==> config.mk <==
export PLATFORM = sky130hd
export DESIGN_NAME = fp_status_monitor
export DESIGN_NICKNAME = d
export VERILOG_FILES = /design/src/rtl/fp_status_monitor.sv
export SDC_FILE = /design/constraint.sdc
export NUM_CORES = 1
export LEC_CHECK = 0
export CAP_MARGIN = 20
export CORE_MARGIN = 1.5
export CORE_UTILIZATION = 44
export CTS_BUF_LIST = sky130_fd_sc_hd__clkbuf_16
export DETAILED_ROUTE_END_ITERATION = 10
export GPL_ROUTABILITY_DRIVEN = 0
export GPL_TIMING_DRIVEN = 0
export PLACE_DENSITY = 0.73
export SLEW_MARGIN = 20
export SYNTH_ARGS = -nofsm -noshare
export SYNTH_HDL_FRONTEND = slang
export SYNTH_SLANG_ARGS = --single-unit
export TNS_END_PERCENT = 100
==> constraint.sdc <==
create_clock -name clk -period 2.4 [get_ports clk]
set_clock_uncertainty 0.05 [all_clocks]
set_input_delay 0.48 -clock clk [delete_from_list [all_inputs] [get_ports clk]]
set_output_delay 0.48 -clock clk [all_outputs]
set_load 0.02 [all_outputs]
==> src/rtl/fp_status_monitor.sv <==
// Checks an FP multiplier's status flags against its result and operands.
// Violations are sticky, counted with saturation, and the first one is captured.
module fp_status_monitor #(
    parameter int unsigned EXP_W   = 8,
    parameter int unsigned MAN_W   = 23,
    parameter int unsigned LATENCY = 3,
    parameter int unsigned CNT_W   = 16
) (
    input  logic                   clk,
    input  logic                   rst,
    input  logic                   in_valid,
    input  logic [EXP_W+MAN_W:0]   a,
    input  logic [EXP_W+MAN_W:0]   b,
    input  logic [EXP_W+MAN_W:0]   z,
    input  logic [7:0]             status,
    input  logic                   err_clr,
    output logic [5:0]             err_flags,
    output logic [CNT_W-1:0]       err_count,
    output logic                   first_valid,
    output logic [5:0]             first_code,
    output logic [EXP_W+MAN_W:0]   first_a,
    output logic [EXP_W+MAN_W:0]   first_b,
    output logic [EXP_W+MAN_W:0]   first_z
);

    localparam int unsigned W       = 1 + EXP_W + MAN_W;
    localparam int unsigned N_RULE  = 6;
    localparam logic [EXP_W-1:0] EXP_ONES  = '1;
    localparam logic [EXP_W-1:0] EXP_ZERO  = '0;
    localparam logic [EXP_W-1:0] EXP_ONES1 = EXP_ONES - EXP_W'(1);
    localparam logic [EXP_W-1:0] EXP_ZERO1 = EXP_ZERO + EXP_W'(1);
    localparam logic [CNT_W-1:0] CNT_MAX   = '1;

    // Operand delay line, aligned with the multiplier latency
    logic [LATENCY-1:0] r_vld;
    logic [W-1:0]       r_da [LATENCY];
    logic [W-1:0]       r_db [LATENCY];

    always_ff @(posedge clk or negedge rst) begin
        if (!rst) begin
            r_vld <= '0;
            for (int unsigned i = 0; i < LATENCY; i++) begin
                r_da[i] <= '0;
                r_db[i] <= '0;
            end
        end else begin
            r_vld[0] <= in_valid;
            r_da[0]  <= a;
            r_db[0]  <= b;
            for (int unsigned i = 1; i < LATENCY; i++) begin
                r_vld[i] <= r_vld[i-1];
                r_da[i]  <= r_da[i-1];
                r_db[i]  <= r_db[i-1];
            end
        end
    end

    logic             w_chk_en;
    logic [W-1:0]     w_da;
    logic [W-1:0]     w_db;
    logic [EXP_W-1:0] w_ea;
    logic [EXP_W-1:0] w_eb;
    logic [EXP_W-1:0] w_ez;
    logic             w_st_zero;
    logic             w_st_inf;
    logic             w_st_nan;
    logic             w_st_tiny;
    logic             w_st_huge;
    logic             w_unused;

    assign w_chk_en  = r_vld[LATENCY-1];
    assign w_da      = r_da[LATENCY-1];
    assign w_db      = r_db[LATENCY-1];
    assign w_ea      = w_da[W-2 -: EXP_W];
    assign w_eb      = w_db[W-2 -: EXP_W];
    assign w_ez      = z[W-2 -: EXP_W];
    assign w_st_zero = status[0];
    assign w_st_inf  = status[1];
    assign w_st_nan  = status[2];
    assign w_st_tiny = status[3];
    assign w_st_huge = status[4];
    assign w_unused  = ^status[7:5];

    // Rule evaluation; silent outside checked cycles
    logic [N_RULE-1:0] w_vec;
    logic              w_any;

    always_comb begin
        w_vec = '0;
        if (w_chk_en) begin
            w_vec[0] = w_st_zero && (w_ez != EXP_ZERO);
            w_vec[1] = w_st_inf && (w_ez != EXP_ONES);
            w_vec[2] = w_st_nan &&
                       !(((w_ea == EXP_ZERO) && (w_eb == EXP_ONES)) ||
                         ((w_ea == EXP_ONES) && (w_eb == EXP_ZERO)));
            w_vec[3] = w_st_tiny && (w_ez != EXP_ZERO) && (w_ez != EXP_ZERO1);
            w_vec[4] = w_st_huge && (w_ez != EXP_ONES) && (w_ez != EXP_ONES1);
            w_vec[5] = (2'(w_st_zero) + 2'(w_st_inf) + 2'(w_st_nan)) > 2'd1;
        end
    end

    assign w_any = |w_vec;

    logic [N_RULE-1:0] r_flags;
    logic [CNT_W-1:0]  r_count;
    logic              r_first_valid;
    logic [N_RULE-1:0] r_first_code;
    logic [W-1:0]      r_first_a;
    logic [W-1:0]      r_first_b;
    logic [W-1:0]      r_first_z;

    // Sticky state; a clear still keeps a violation seen in the same cycle
    always_ff @(posedge clk or negedge rst) begin
        if (!rst) begin
            r_flags       <= '0;
            r_count       <= '0;
            r_first_valid <= 1'b0;
            r_first_code  <= '0;
            r_first_a     <= '0;
            r_first_b     <= '0;
            r_first_z     <= '0;
        end else if (err_clr) begin
            r_flags       <= w_vec;
            r_count       <= CNT_W'(w_any);
            r_first_valid <= w_any;
            r_first_code  <= w_vec;
            r_first_a     <= w_any ? w_da : '0;
            r_first_b     <= w_any ? w_db : '0;
            r_first_z     <= w_any ? z    : '0;
        end else begin
            r_flags <= r_flags | w_vec;
            if (w_any && (r_count != CNT_MAX)) begin
                r_count <= r_count + CNT_W'(1);
            end
            if (w_any && !r_first_valid) begin
                r_first_valid <= 1'b1;
                r_first_code  <= w_vec;
                r_first_a     <= w_da;
                r_first_b     <= w_db;
                r_first_z     <= z;
            end
        end
    end

    assign err_flags   = r_flags;
    assign err_count   = r_count;
    assign first_valid = r_first_valid;
    assign first_code  = r_first_code;
    assign first_a     = r_first_a;
    assign first_b     = r_first_b;
    assign first_z     = r_first_z;

endmodule
==> metrics.txt <==
post-synth cell types=38; first-pass GRT wire length=33400 microns; slowest stage delay, CP=0.57 ns; status=finished, violations left; port buffer count=229; Post-synth EDFFs=0; Final nets=969; CP required=2.79 ns; Setup crit end kind=flip-flop; setup TNS=-16.36 ns; Worst Setup Path Type=reg2reg; Crit Path Max Fanout=7; Cell Rows=54; dpl cells=1087; WL per Instance=17.8 microns; Routed Wire Length=20700 microns; first drt pass iteration count=4; Worst VDD drop=656 uV; post-route ant nets=0; ratio of final minimum period to clock period=1.10; CP max stage cell=or4_4; Final Util=0.639; dominant synthesized flop cell=dfrtp_1; Peak Freq=0.380 GHz; P per Cell Area=872 mW/mm^2; non-filler cells, final=1161; Residual DRC=0; worst setup margin=-0.233 ns; Starting Density=0.451; Mapped Cells=575; Final Max Tran Viols=0; GRT overflow=0; CTS tree=built; violated checks=negative setup slack; Leakage=6.14 nW; RSZ-0062 raised after global routing=yes; hold slack final=0.293 ns; max_cap viols=0; Worst Hold Path Cells=0; DRT iter0 DRCs=220; Worst Hold Class=reg2reg; register area share after synthesis=0.811; Setup violations, final=111; clk sinks=320; hold_sp=r_db[91]; Vias=5799; Avg Inst Size Synth=17.2 sq um; die area=0.0233 sq mm; Crit Reg-Reg Endpoint=err_count[5]; share of layout cells above drive strength 1=0.132; nature of the critical path startpoint=flip-flop; syn_nets=685; vias in the first global route=6112; leading area contributor after synthesis=dfrtp_1; synthesized flop and latch total=320; cells along the critical path=or4_1 > or4_4 > nand4_4 > and3_4 > buf_8 > buf_6 > nor4_2 > mux2_4; Max Root-Sink Buffers=3; Area Overhead vs Synth=41.7%; detailed placer's ending HPWL=13500 microns; vias per cell=4.99; Filler cells=1590; total chip power=12.2 mW; num ports=233; worst-skew pair later-pin latency=0.55 ns; Num CTS Buffers=31; Netlist Area Pre-Place=0.00987 sq mm; FF-to-FF Start=w_db[30]; Reg clk slew, reported paths=0.07 ns; Register-to-Register Path Depth=8; Ys Warns=0; core outline area=0.0219 sq mm; dpl ws=-1.01 ns; Post-synth ARST share=1.00; final design area excluding fillers=0.0140 sq mm; largest net degree at the start of global routing=105; Worst-Margin Slew=0.622 ns; reg2reg setup slack=-0.23 ns; initial antenna violation count=0; # H-tree levels=1; Ant. Diodes=0; dominant cells by area after synthesis=dfrtp_1 (81%), a22o_1 (8.5%), or4_1 (1.1%); Slew HR=0.586; Die Width=153 microns; DP Area=0.0126 sq mm; fin crit period=2.63 ns; GRT Total Usage=0.179; Hold Path End=r_db[59]; Die Ht=153 microns; CP arrival=3.02 ns; share of the synthesized area in the top cell type=0.811; final hold vios=0; CTS Root Cell=clkbuf_16
==> per-layer routing <==
metal / track usage / routed length (microns) / vias to the layer above
met5: 0 / 0 / -
met4: 0.0572 / 623 / 0
met3: 0.0395 / 1060 / 48
met2: 0.298 / 10300 / 181
met1: 0.235 / 8670 / 2914
li1: - / - / 2656
==> worst max-delay path: cells and delay by family (launching register included) <==
kind | cells | cell delay (ns)
AND/OR/NAND/NOR | 5 | 1.53
flip-flops | 1 | 0.39
multiplexers | 1 | 0.30
buffers and inverters | 2 | 0.25
==> worst max-delay path by stage <==
stage | start | end | slack [ns] | cells past startpoint
2_1_floorplan | w_db[23] | first_a[0] | -0.08 | 9
3_3_place_gp | rst | err_count[13] | -12.20 | 1
3_5_place_dp | z[29] | first_z[28] | -1.01 | 9
4_1_cts | w_db[26] | first_a[30] | -0.26 | 9
5_1_grt | w_db[30] | err_count[5] | -0.28 | 8
6_report | w_db[30] | err_count[5] | -0.23 | 8
==> power by group <==
| group | switching [mW] | internal, mW | total, mW |
|---|---|---|---|
| sequential | 0.207 | 5.80 | 6.01 |
| combinational | 0.809 | 0.867 | 1.68 |
| clock | 1.95 | 2.56 | 4.51 |
==> kinds of logic after synthesis <==
kind of cell / after synthesis / share of synthesized area
flops: 320 / 0.811
mux: 2 / 0.00304
simple gates: 69 / 0.0431
buf+inv: 41 / 0.0243
fa+ha+maj: 2 / 0.00253
compound gates: 141 / 0.116
==> cells in the mapped netlist, types with 2 or more instances <==
| cell type | count |
|---|---|
| dfrtp_1 | 320 |
| a22o_1 | 96 |
| or4_1 | 15 |
| a21oi_1 | 13 |
| inv_1 | 13 |
| nand3_1 | 10 |
| clkbuf_1 | 9 |
| nand2_1 | 9 |
| buf_6 | 8 |
| nand4_1 | 8 |
| o31ai_1 | 8 |
| o21ai_0 | 7 |
| buf_2 | 6 |
| o32ai_1 | 6 |
| buf_4 | 5 |
| nor2_1 | 5 |
| nor2b_1 | 4 |
| or3_1 | 4 |
| nor3_1 | 3 |
| o21ai_1 | 3 |
| and4_1 | 2 |
| ha_1 | 2 |
| mux2_4 | 2 |
| nor4b_1 | 2 |
| o211ai_1 | 2 |
==> sequential cells by signal, summed over array words and instances, names as in the netlist <==
signal	flops
err_count	16
err_flags	6
first_a	32
first_b	32
first_code	6
first_valid	1
first_z	32
r_da	64
r_db	64
r_vld	3
w_da	32
w_db	32
==> cells in the final DEF (no fill, tap or decap), types with 3 or more instances in the layout <==
| cell | synthesis | layout |
|---|---|---|
| or4_1 | 15 | 11 |
| clkbuf_1 | 9 | 3 |
| o21ai_0 | 7 | 7 |
| buf_16 | 0 | 4 |
| or3_1 | 4 | 4 |
| clkbuf_4 | 0 | 3 |
| o31ai_1 | 8 | 5 |
| nand4_1 | 8 | 8 |
| nor3_1 | 3 | 3 |
| nand2_1 | 9 | 9 |
| clkdlybuf4s50_1 | 0 | 228 |
| nor2_1 | 5 | 4 |
| o32ai_1 | 6 | 6 |
| clkbuf_16 | 0 | 32 |
| a21oi_1 | 13 | 10 |
| o21ai_2 | 0 | 3 |
| nand3_1 | 10 | 10 |
| or4_4 | 0 | 4 |
| buf_4 | 5 | 17 |
| clkinv_2 | 0 | 8 |
| buf_8 | 0 | 6 |
| nor2b_1 | 4 | 4 |
| clkinv_1 | 0 | 4 |
| a22o_1 | 96 | 96 |
| buf_6 | 8 | 10 |
| dfrtp_1 | 320 | 320 |
| nor2_4 | 1 | 3 |
| inv_1 | 13 | 20 |
| a21oi_2 | 0 | 3 |
==> area by class of cell <==
| type | instances | area, sq um | area share |
|---|---|---|---|
| flip-flops and latches | 320 | 8010 | 0.572 |
| repair buffers | 253 | 2610 | 0.186 |
| multi-input cells | 214 | 1760 | 0.126 |
| clock buffers | 31 | 776 | 0.0555 |
| well taps | 280 | 350 | 0.0250 |
| plain buffers | 26 | 262 | 0.0187 |
| clock inverters | 24 | 178 | 0.0127 |
| inverters | 13 | 48.8 | 0.00349 |
==> what timing repair did <==
item                                   in CTS  in global routing
pin swaps                                  12                 19
setup buffers                               9                  8
endpoints found under the hold margin      84                  0
gates resized for setup                    26                 34
setup endpoints to repair                 113                113
hold buffers                                1                  0
gates cloned                                2                  1
Note: power is estimated with default switching activity, not from simulation.
